**config.mk**
```make
export PLATFORM = sky130hd
export DESIGN_NAME = keypad_scanner
export DESIGN_NICKNAME = d
export VERILOG_FILES = /design/src/rtl/keypad_pkg.sv /design/src/rtl/keypad_scanner_sync2.sv /design/src/rtl/keypad_scanner.sv
export SDC_FILE = /design/constraint.sdc
export NUM_CORES = 1
export LEC_CHECK = 0
export CORE_ASPECT_RATIO = 1.2
export CORE_MARGIN = 2
export CORE_UTILIZATION = 52
export CTS_BUF_LIST = sky130_fd_sc_hd__clkbuf_4
export DETAILED_ROUTE_END_ITERATION = 10
export GPL_ROUTABILITY_DRIVEN = 0
export PLACE_DENSITY = 0.78
export SETUP_SLACK_MARGIN = 0.05
export SLEW_MARGIN = 5
export SYNTH_ARGS = -nofsm -noshare
export SYNTH_HDL_FRONTEND = slang
export SYNTH_SLANG_ARGS = --single-unit
export TNS_END_PERCENT = 10
```
**constraint.sdc**
```tcl
create_clock -name clk100 -period 2.32 [get_ports clk100]
set_input_delay 0.464 -clock clk100 [delete_from_list [all_inputs] [get_ports clk100]]
set_output_delay 0.464 -clock clk100 [all_outputs]
set_load 0.01 [all_outputs]
```
**src/rtl/keypad_pkg.sv**
```systemverilog
`default_nettype none
// ============================================================================
//  Module      : keypad_pkg
//  Description : Shared types and helpers for the 4x4 hex keypad scanner.
//                Holds the scanner state encoding, the initial column strobe
//                pattern and the {column,row} -> hex key map.
//  Revision    : 1.0  initial release
// ============================================================================
package keypad_pkg;

    typedef enum logic [1:0] {
        SCAN     = 2'd0,
        DEBOUNCE = 2'd1,
        HELD     = 2'd2
    } state_t;

    // Column 0 driven first after reset (strobes are active-low).
    localparam logic [3:0] COL_INIT = 4'b1110;

    // Translate an active-low one-hot column strobe and row return into the
    // hex legend printed on the key.
    function automatic logic [3:0] key_map(input logic [3:0] col_n,
                                           input logic [3:0] row_n);
        logic [1:0] c;
        logic [1:0] r;
        logic [3:0] code;
        case (col_n)
            4'b1110: c = 2'd0;
            4'b1101: c = 2'd1;
            4'b1011: c = 2'd2;
            4'b0111: c = 2'd3;
            default: c = 2'd0;
        endcase
        case (row_n)
            4'b1110: r = 2'd0;
            4'b1101: r = 2'd1;
            4'b1011: r = 2'd2;
            4'b0111: r = 2'd3;
            default: r = 2'd0;
        endcase
        case ({r, c})
            4'd0:    code = 4'h1;
            4'd1:    code = 4'h2;
            4'd2:    code = 4'h3;
            4'd3:    code = 4'hA;
            4'd4:    code = 4'h4;
            4'd5:    code = 4'h5;
            4'd6:    code = 4'h6;
            4'd7:    code = 4'hB;
            4'd8:    code = 4'h7;
            4'd9:    code = 4'h8;
            4'd10:   code = 4'h9;
            4'd11:   code = 4'hC;
            4'd12:   code = 4'h0;
            4'd13:   code = 4'hF;
            4'd14:   code = 4'hE;
            default: code = 4'hD;
        endcase
        return code;
    endfunction

endpackage
`default_nettype wire

```
**src/rtl/keypad_scanner_sync2.sv**
```systemverilog
`default_nettype none
// ============================================================================
//  Module      : sync2
//  Description : Two-flop synchronizer for a bus of independent asynchronous
//                level signals. Each bit is synchronized on its own; no
//                coherency between bits is implied.
//  Ports       : clk    - destination clock
//                rst_n  - asynchronous active-low reset
//                i_d    - asynchronous input bus
//                o_q    - synchronized output bus
//  Revision    : 1.0  initial release
// ============================================================================
module sync2 #(
    parameter int               WIDTH     = 4,
    parameter logic [WIDTH-1:0] RESET_VAL = '0
) (
    input  logic             clk,
    input  logic             rst_n,
    input  logic [WIDTH-1:0] i_d,
    output logic [WIDTH-1:0] o_q
);

    logic [WIDTH-1:0] r_meta_q;
    logic [WIDTH-1:0] r_sync_q;

    always_ff @(posedge clk or negedge rst_n) begin
        if (!rst_n) begin
            r_meta_q <= RESET_VAL;
            r_sync_q <= RESET_VAL;
        end else begin
            r_meta_q <= i_d;
            r_sync_q <= r_meta_q;
        end
    end

    assign o_q = r_sync_q;

endmodule
`default_nettype wire

```
**src/rtl/keypad_scanner.sv**
```systemverilog
`default_nettype none
// ============================================================================
//  Module      : keypad_scanner
//  Description : Scans a 4x4 hex keypad by strobing columns (active-low) and
//                reading rows, debounces presses and releases, emits one
//                key_valid pulse per press and shifts each new digit into a
//                16-bit value (newest digit in [3:0]).
//  Ports       : clk100    - system clock
//                rst_n     - asynchronous active-low reset
//                col       - column strobes, active-low one-hot
//                row       - row returns, active-low, asynchronous
//                clear     - synchronous clear of number
//                key_code  - hex value of last accepted key
//                key_valid - one-cycle pulse on press acceptance
//                key_down  - high while an accepted key is held
//                number    - entered digits
//  Revision    : 1.0  initial release
// ============================================================================
module keypad_scanner
    import keypad_pkg::*;
#(
    parameter int SCAN_DIV_BITS  = 18,
    parameter int DEBOUNCE_SCANS = 4
) (
    input  logic        clk100,
    input  logic        rst_n,
    output logic [3:0]  col,
    input  logic [3:0]  row,
    input  logic        clear,
    output logic [3:0]  key_code,
    output logic        key_valid,
    output logic        key_down,
    output logic [15:0] number
);

    localparam logic [3:0] c_debounce_target = 4'(DEBOUNCE_SCANS);
    localparam logic [SCAN_DIV_BITS-1:0] c_div_one = {{(SCAN_DIV_BITS-1){1'b0}}, 1'b1};

    logic [SCAN_DIV_BITS-1:0] r_div_q, w_div_d;
    state_t                   r_state_q, w_state_d;
    logic [3:0]               r_col_q, w_col_d;
    logic [3:0]               r_cand_q, w_cand_d;
    logic [3:0]               r_cnt_q, w_cnt_d;
    logic [3:0]               r_key_code_q, w_key_code_d;
    logic                     r_key_valid_q, w_key_valid_d;
    logic                     r_key_down_q, w_key_down_d;
    logic [15:0]              r_number_q, w_number_d;

    logic [3:0] w_rs;
    logic       w_tick;
    logic       w_none;
    logic       w_single;
    logic [3:0] w_col_rot;
    logic [3:0] w_cnt_inc;

    sync2 #(
        .WIDTH     (4),
        .RESET_VAL (4'hF)
    ) u_row_sync (
        .clk   (clk100),
        .rst_n (rst_n),
        .i_d   (row),
        .o_q   (w_rs)
    );

    // The tick lands on the last cycle of each dwell, so the rows seen at
    // the tick have had the full dwell to settle behind the current column.
    assign w_tick    = &r_div_q;
    assign w_none    = (w_rs == 4'hF);
    assign w_col_rot = {r_col_q[2:0], r_col_q[3]};
    assign w_cnt_inc = (r_cnt_q == 4'hF) ? r_cnt_q : r_cnt_q + 4'd1;

    always_comb begin
        case (w_rs)
            4'b1110, 4'b1101, 4'b1011, 4'b0111: w_single = 1'b1;
            default:                            w_single = 1'b0;
        endcase
    end

    always_comb begin
        w_div_d       = r_div_q + c_div_one;
        w_state_d     = r_state_q;
        w_col_d       = r_col_q;
        w_cand_d      = r_cand_q;
        w_cnt_d       = r_cnt_q;
        w_key_code_d  = r_key_code_q;
        w_key_valid_d = 1'b0;
        w_key_down_d  = r_key_down_q;

        case (r_state_q)
            SCAN: begin
                if (w_tick) begin
                    if (w_single) begin
                        w_state_d = DEBOUNCE;
                        w_cand_d  = w_rs;
                        w_cnt_d   = 4'd1;
                    end else begin
                        w_col_d = w_col_rot;
                    end
                end
            end
            DEBOUNCE: begin
                if (w_tick) begin
                    if (w_rs == r_cand_q) begin
                        w_cnt_d = w_cnt_inc;
                        if (w_cnt_inc >= c_debounce_target) begin
                            w_state_d     = HELD;
                            w_cnt_d       = 4'd0;
                            w_key_valid_d = 1'b1;
                            w_key_code_d  = key_map(r_col_q, r_cand_q);
                            w_key_down_d  = 1'b1;
                        end
                    end else begin
                        w_state_d = SCAN;
                        w_col_d   = w_col_rot;
                    end
                end
            end
            HELD: begin
                // Column stays parked on the pressed key; any activity on it
                // (including a second key) restarts the release count.
                if (w_tick) begin
                    if (w_none) begin
                        w_cnt_d = w_cnt_inc;
                        if (w_cnt_inc >= c_debounce_target) begin
                            w_state_d    = SCAN;
                            w_cnt_d      = 4'd0;
                            w_key_down_d = 1'b0;
                            w_col_d      = w_col_rot;
                        end
                    end else begin
                        w_cnt_d = 4'd0;
                    end
                end
            end
            default: begin
                w_state_d = SCAN;
                w_col_d   = COL_INIT;
                w_cnt_d   = 4'd0;
            end
        endcase
    end

    // The digit is shifted in at the end of the key_valid cycle so that a
    // clear arriving in that same cycle takes precedence over the new digit.
    always_comb begin
        w_number_d = r_number_q;
        if (clear) begin
            w_number_d = 16'h0000;
        end else if (r_key_valid_q) begin
            w_number_d = {r_number_q[11:0], r_key_code_q};
        end
    end

    always_ff @(posedge clk100 or negedge rst_n) begin
        if (!rst_n) begin
            r_div_q       <= '0;
            r_state_q     <= SCAN;
            r_col_q       <= COL_INIT;
            r_cand_q      <= 4'hF;
            r_cnt_q       <= 4'd0;
            r_key_code_q  <= 4'h0;
            r_key_valid_q <= 1'b0;
            r_key_down_q  <= 1'b0;
            r_number_q    <= 16'h0000;
        end else begin
            r_div_q       <= w_div_d;
            r_state_q     <= w_state_d;
            r_col_q       <= w_col_d;
            r_cand_q      <= w_cand_d;
            r_cnt_q       <= w_cnt_d;
            r_key_code_q  <= w_key_code_d;
            r_key_valid_q <= w_key_valid_d;
            r_key_down_q  <= w_key_down_d;
            r_number_q    <= w_number_d;
        end
    end

    assign col       = r_col_q;
    assign key_code  = r_key_code_q;
    assign key_valid = r_key_valid_q;
    assign key_down  = r_key_down_q;
    assign number    = r_number_q;

endmodule
`default_nettype wire
```
==> results of run 1 <==
[metal layers]
metal / GRT usage [%] / vias up / part of all wire (%)
li1: - / 952 / -
met1: 23.6 / 937 / 45
met2: 28.0 / 40 / 50
met3: 5.17 / 8 / 4.1
met4: 10.5 / 0 / 1.7
met5: 0 / - / 0
[sequential cells by signal (all words and copies together), names as in the netlist]
signal / cells
u_row_sync.o_q: 4
number: 16
r_cnt_q: 4
col: 4
r_cand_q: 4
key_valid: 1
key_down: 1
key_code: 4
u_row_sync.r_meta_q: 4
r_div_q: 18
r_state_q: 2
[cell families (layout without fill, tap and decap cells)]
kind of cell	count (synthesis)	count (layout)	share of synthesized area [%]
AO/OA/AOI/OAI	23	23	6.34
AND/OR/NAND/NOR	75	75	14.9
XOR/XNOR	26	26	7.91
flip-flops	62	62	54.5
multiplexers	29	29	11.5
buffers and inverters	17	74	2.30
adder cells (fa/ha/maj)	6	6	2.61
[worst max-delay path, delay by kind of cell (launching register included)]
| family | cells | cell delay [ps] |
|---|---|---|
| XOR/XNOR | 1 | 170 |
| adder cells (fa/ha/maj) | 1 | 300 |
| AND/OR/NAND/NOR | 1 | 220 |
| multiplexers | 2 | 730 |
| buffers and inverters | 1 | 60 |
| flip-flops | 1 | 590 |
[power by group through the flow]
stage | Sequential, mW | Clock (mW) | Combinational, mW
2_1_floorplan | 1.12 | 0 | 0.0165
3_3_place_gp | 1.12 | 0 | 0.0515
3_5_place_dp | 1.12 | 0 | 0.0526
4_1_cts | 1.10 | 0.731 | 0.0529
5_1_grt | 1.10 | 0.787 | 0.0593
6_report | 1.10 | 0.708 | 0.0509
[synth_stat cells, types with 2 or more instances]
cell type  instances
dfrtp_1           47
nor2_1            27
mux2i_1           18
xnor2_1           16
dfstp_2           15
nand2_1           11
xor2_1            10
inv_1              8
nand4_1            7
ha_1               6
clkbuf_1           5
mux2_2             5
and3_1             4
mux2_4             4
a21oi_1            3
and2_1             3
nand3_1            3
o21ai_0            3
o32a_1             3
a211oi_1           2
and4b_1            2
buf_1              2
buf_2              2
nand4_2            2
nor2b_1            2
nor3_1             2
nor3b_1            2
nor4_4             2
o41ai_1            2
or2_2              2
[metrics by stage]
stage	total power, mW	std cells	utilization [%]	setup slack, ps
floorplan	1.14	238	-	134
global placement	1.17	332	62.0	142
detailed placement	1.17	332	62.0	50.9
CTS	1.88	349	64.6	46.6
global route	1.95	357	65.9	33.6
finish	1.86	357	65.9	153
[final timing paths]
path,to,slack [ps],cells past startpoint,from
worst min register to register,u_row_sync.o_q[0],360,0,u_row_sync.r_meta_q[0]
max in group asynchronous,r_div_q[4],1590,2,rst_n
min in group clk100,u_row_sync.o_q[0],360,0,u_row_sync.r_meta_q[0]
worst max-delay path,key_code[1],150,6,col[3]
worst min-delay path,number[12],200,2,rst_n
worst max register to register,key_code[1],150,6,col[3]
[area by class of cell]
cell class / count / area (um^2)
Timing Repair Buffer: 50 / 450
Sequential cell: 62 / 1570
Inverter: 8 / 30.0
Clock inverter: 7 / 65.1
Tap cell: 62 / 77.6
Clock buffer: 9 / 67.6
Fill cell: 430 / 1820
Multi-Input combinational cell: 159 / 1250
[what timing repair did]
| action | in CTS | in global routing |
|---|---|---|
| pin swaps | 1 | 1 |
| setup endpoints to repair | 4 | 13 |
| buffers inserted | 1 | 8 |
| gates resized for setup | 0 | 5 |
| hold endpoints to repair | 0 | 0 |
==> impl_metrics.toml, run 1 <==
[timing]
holdWs_ps = 199
hold_viol_final = 0
period_needed_ps = 2170
worst_pin_slew_ps = 745
fin_tns_setup_ps = 0
maxSlewHeadroom_pct = 50.3
final_max_slew_viol_count = 0
setup_violations = 0
max_freq_mhz = 461
finalCritPeriodShare_pct = 93.4
rsz0062_at_grt = "true"
finClkSkew_ps = 10.7

[drt]
drt_pre_antenna_iters = 4
drc = 0
drt-total-wl_mm = 4.99
routed-via-count = 1937
antenna_left = 0
post_drt_wl_per_cell_um = 14.0
drtIter0Drc = 141
routed_via_density = 5.43

[setup_path]
max_stage_delay_ps = 590
cp.required_ps = 2620
crit_type = "reg2reg"
crit_chain = "xor2_1, and3_4, inv_1, ha_1, mux4_2, mux2_2"
cpMaxStageDelayCell = "dfstp_2"
end_kind = "flop"
crit_arrival_ps = 2470
startpoint_type = "flop"
crit_fanout = 4

[synthesis]
ys_ff_latch = 62
syn_avg_cell_area_um2 = 12.1
ys_warn_count = 0
netlist.area_leader.share_pct = 40.8
yosys.area.top_type = "dfrtp_1"
async_flop_share_pct = 100
synth_edf_count = 0
ys_top_cells_by_area = "dfrtp_1 (41%), dfstp_2 (14%), mux2i_1 (6.3%)"
syn-cell-area_um2 = 2880
seq_area_frac_synth_pct = 54.5
postSynthCellCount = 238
syn-num-nets = 251
synth-main-ff-cell = "dfrtp_1"
synthDistinctLibCells = 48

[pwr]
swShare_pct = 22.9
ir_drop_uv = 389
intPower_mw = 1.43
pwr-share-clk_pct = 38.1
power_density_nw_per_um2 = 529
p_leak_nw = 1.61
power.switching_uw = 426
seqPwrFrac_pct = 59.2
p_comb_share_pct = 2.7

[grt]
grt_max_degree = 63
grt_antenna_before_repair = 0
grt_usage_pct = 18.4
grt_pass1_vias = 1841
grt_pass1_wl_mm = 8.65
grt.overflow.total = 0

[floorplan]
start_util_pct = 54.0
ios = 33
core_um2 = 5330
dieHeight_um = 85.5
die_w_um = 71.9
core.rowCount = 29
die_area_um2 = 6150

[hold_path]
hold_class = "in2async"

[flow_run]
drv_cap = 0

[layout]
drive_above_1_share_pct = 24.4
area_growth_pct = 22.0
nets = 303
final_common_cell = "dfrtp_1"
num_antenna_cells = 0
final_cell_mix = "dfrtp_1 (45), clkdlybuf4s50_1 (31), nor2_1 (27)"
design_area_um2 = 3510

[clock_tree]
clock-sinks = 62
cts.clk_slew.worst_paths_ps = 110
clock_latency_ps = 400
cts_buffer_depth = 2
cts_made_buffers = 9
htree_levels = 3
cts_tree = "done"
hold_buffers = 0
root_buffer = "clkbuf_4"

[place]
portBuffers = 32
dp_hpwl_mm = 3.45
place_area_um2 = 3300

[run_status]
outcome = "finished, final reports clean"
No activity file was read; power rests on OpenSTA's default activity.
==> inputs of run 2 (changes only) <==
CELL_PAD_IN_SITES_DETAIL_PLACEMENT = 1   (was default)
CELL_PAD_IN_SITES_GLOBAL_PLACEMENT = 1   (was default)
CORE_UTILIZATION = 42   (was 52)
PLACE_DENSITY = default   (was 0.78)
PLACE_DENSITY_LB_ADDON = 0.1   (was default)
==> impl_metrics.toml, run 2 (synthesis gave the netlist of run 1 again) <==
[setup_path]
crit_arrival_ps = 2470
ff2ff_path_depth = 9
r2r_end = "key_down"
r2r-start = "r_div_q[1]"
max_stage_delay_ps = 410
crit_top_cell = "buf_4"
rrSetupSlack_ps = 120
end_kind = "flop"
crit_chain = "ha_4, nand3_4, nor4_4, nand4_1, buf_6, buf_4, buf_4, o41ai_1, a2bb2oi_1"
cp.required_ps = 2590
cp_num_buf_inv = 3
cpMaxStageDelayCell = "dfrtp_1"
startpoint_type = "flop"
crit_type = "reg2reg"
worst-path-stages = 9
crit_fanout = 5
cpLargestDelayFamily = "simple AND/OR/NAND/NOR gates"

[clock_tree]
cts_buffer_depth = 2
cts_made_buffers = 9
root_buffer = "clkbuf_4"
clock_latency_ps = 400
htree_levels = 3
cts.clk_slew.worst_paths_ps = 110
cts_tree = "done"
clock-sinks = 62

[grt]
grt_pass1_vias = 2087
grt.overflow.total = 0
grt_max_degree = 28
grt_pass1_wl_mm = 9.83
grt_antenna_before_repair = 0
grt_usage_pct = 17.1

[drt]
drt-total-wl_mm = 5.64
post_drt_wl_per_cell_um = 14.5
routed-via-count = 2003
drt_pre_antenna_iters = 4
routed_via_density = 5.16
drtIter0Drc = 81
drc = 0
antenna_left = 0

[pwr]
seqPwrFrac_pct = 57.9
pwr-share-clk_pct = 38.9
p_comb_share_pct = 3.2
p_leak_nw = 1.64
intPower_mw = 1.45
power.switching_uw = 453
ir_drop_uv = 364
swShare_pct = 23.8
total_power_mw = 1.90
power_density_nw_per_um2 = 521

[floorplan]
core_um2 = 6730
dieHeight_um = 94.7
die_area_um2 = 7540
die_w_um = 79.6
core.rowCount = 33
start_util_pct = 42.8
ios = 33

[timing]
finClkSkew_ps = 15.7
maxSlewHeadroom_pct = 61.5
final_max_slew_viol_count = 0
worst_pin_slew_ps = 575
hold_viol_final = 0
period_needed_ps = 2200
finalCritPeriodShare_pct = 95.0
worst_slack_ps = 117
max_freq_mhz = 454
rsz0062_at_grt = "true"
setup_violations = 0

[place]
place_ws_ps = 30.5
dp_hpwl_mm = 4.07
portBuffers = 32

[layout]
final_cell_mix = "dfrtp_1 (46), clkdlybuf4s50_1 (31), nor2_1 (27)"
largest_reg_flops = 18
final_common_cell = "dfrtp_1"
regMostFlops = "r_div_q"
drive_above_1_share_pct = 26.6
area_growth_pct = 26.6
num_antenna_cells = 0
nets = 309
utilization_pct = 54.2

[hold_path]
worstHoldEndpoint = "u_row_sync.o_q[0]"
min_from = "u_row_sync.r_meta_q[0]"
hold_depth = 0
hold_class = "reg2reg"

[flow_run]
drv_cap = 0

[run_status]
outcome = "finished, final reports clean"
run 2: layout make-up:
type	count	area (um^2)
well taps	87	109
fillers	727	3080
clock buffers	9	67.6
flip-flops and latches	62	1570
repair buffers	56	514
multi-input cells	159	1280
clock inverters	7	73.8
inverters	8	30.0
run 2: worst max-delay path by stage:
stage | startpoint | endpoint | slack [ps]
CTS | col[3] | key_code[1] | 80
detailed placement | r_div_q[0] | key_code[1] | 30
floorplan | r_div_q[0] | r_cnt_q[0] | 130
global placement | r_div_q[0] | key_code[1] | 100
finish | r_div_q[1] | key_down | 120
global route | r_div_q[1] | key_down | -9
run 2: per-layer routing:
layer  wire length (um)  track usage [%]  part of all wire [%]  vias to the layer above
li1                   -                -                     -                      954
met1               2530             20.8                    45                     1009
met4                103             8.62                   1.8                        0
met2               2860             28.3                    51                       31
met3                140             3.82                   2.5                        9
met5                  0                0                     0                        -
run 2: worst register-to-register path: cells and delay by family, from the launching register on:
| kind | cells | cell delay [ps] |
|---|---|---|
| adders and majority gates | 1 | 170 |
| DFF | 1 | 410 |
| and+or+nand+nor | 3 | 610 |
| AOI/OAI and AO/OA | 2 | 440 |
| buffers and inverters | 3 | 450 |
run 2: timing repair:
| action | 4_1_cts | 5_1_grt |
|---|---|---|
| buffers inserted | 1 | 10 |
| hold buffers | 1 | 0 |
| gates resized for setup | 0 | 10 |
| hold endpoints to repair | 15 | 0 |
| gates cloned | 0 | 0 |
| setup endpoints to repair | 6 | 10 |
| pin swaps | 2 | 4 |
run 2: per-stage QoR:
stage	instance area, um^2	std cells	TNS, ps	hold WS [ps]
floorplan	2880	238	0	168
global placement	3370	360	0	346
detailed placement	3370	360	0	347
CTS	3530	378	0	363
global route	3650	388	-9.48	370
finish	3650	388	0	361
run 2: power groups by stage:
stage	clock network, mW	logic, mW	registers [mW]
after global placement	0	0.0606	1.12
after CTS	0.775	0.0622	1.10
after detailed placement	0	0.0610	1.12
final	0.740	0.0600	1.10
after floorplan	0	0.0165	1.12
after global routing	0.816	0.0692	1.10
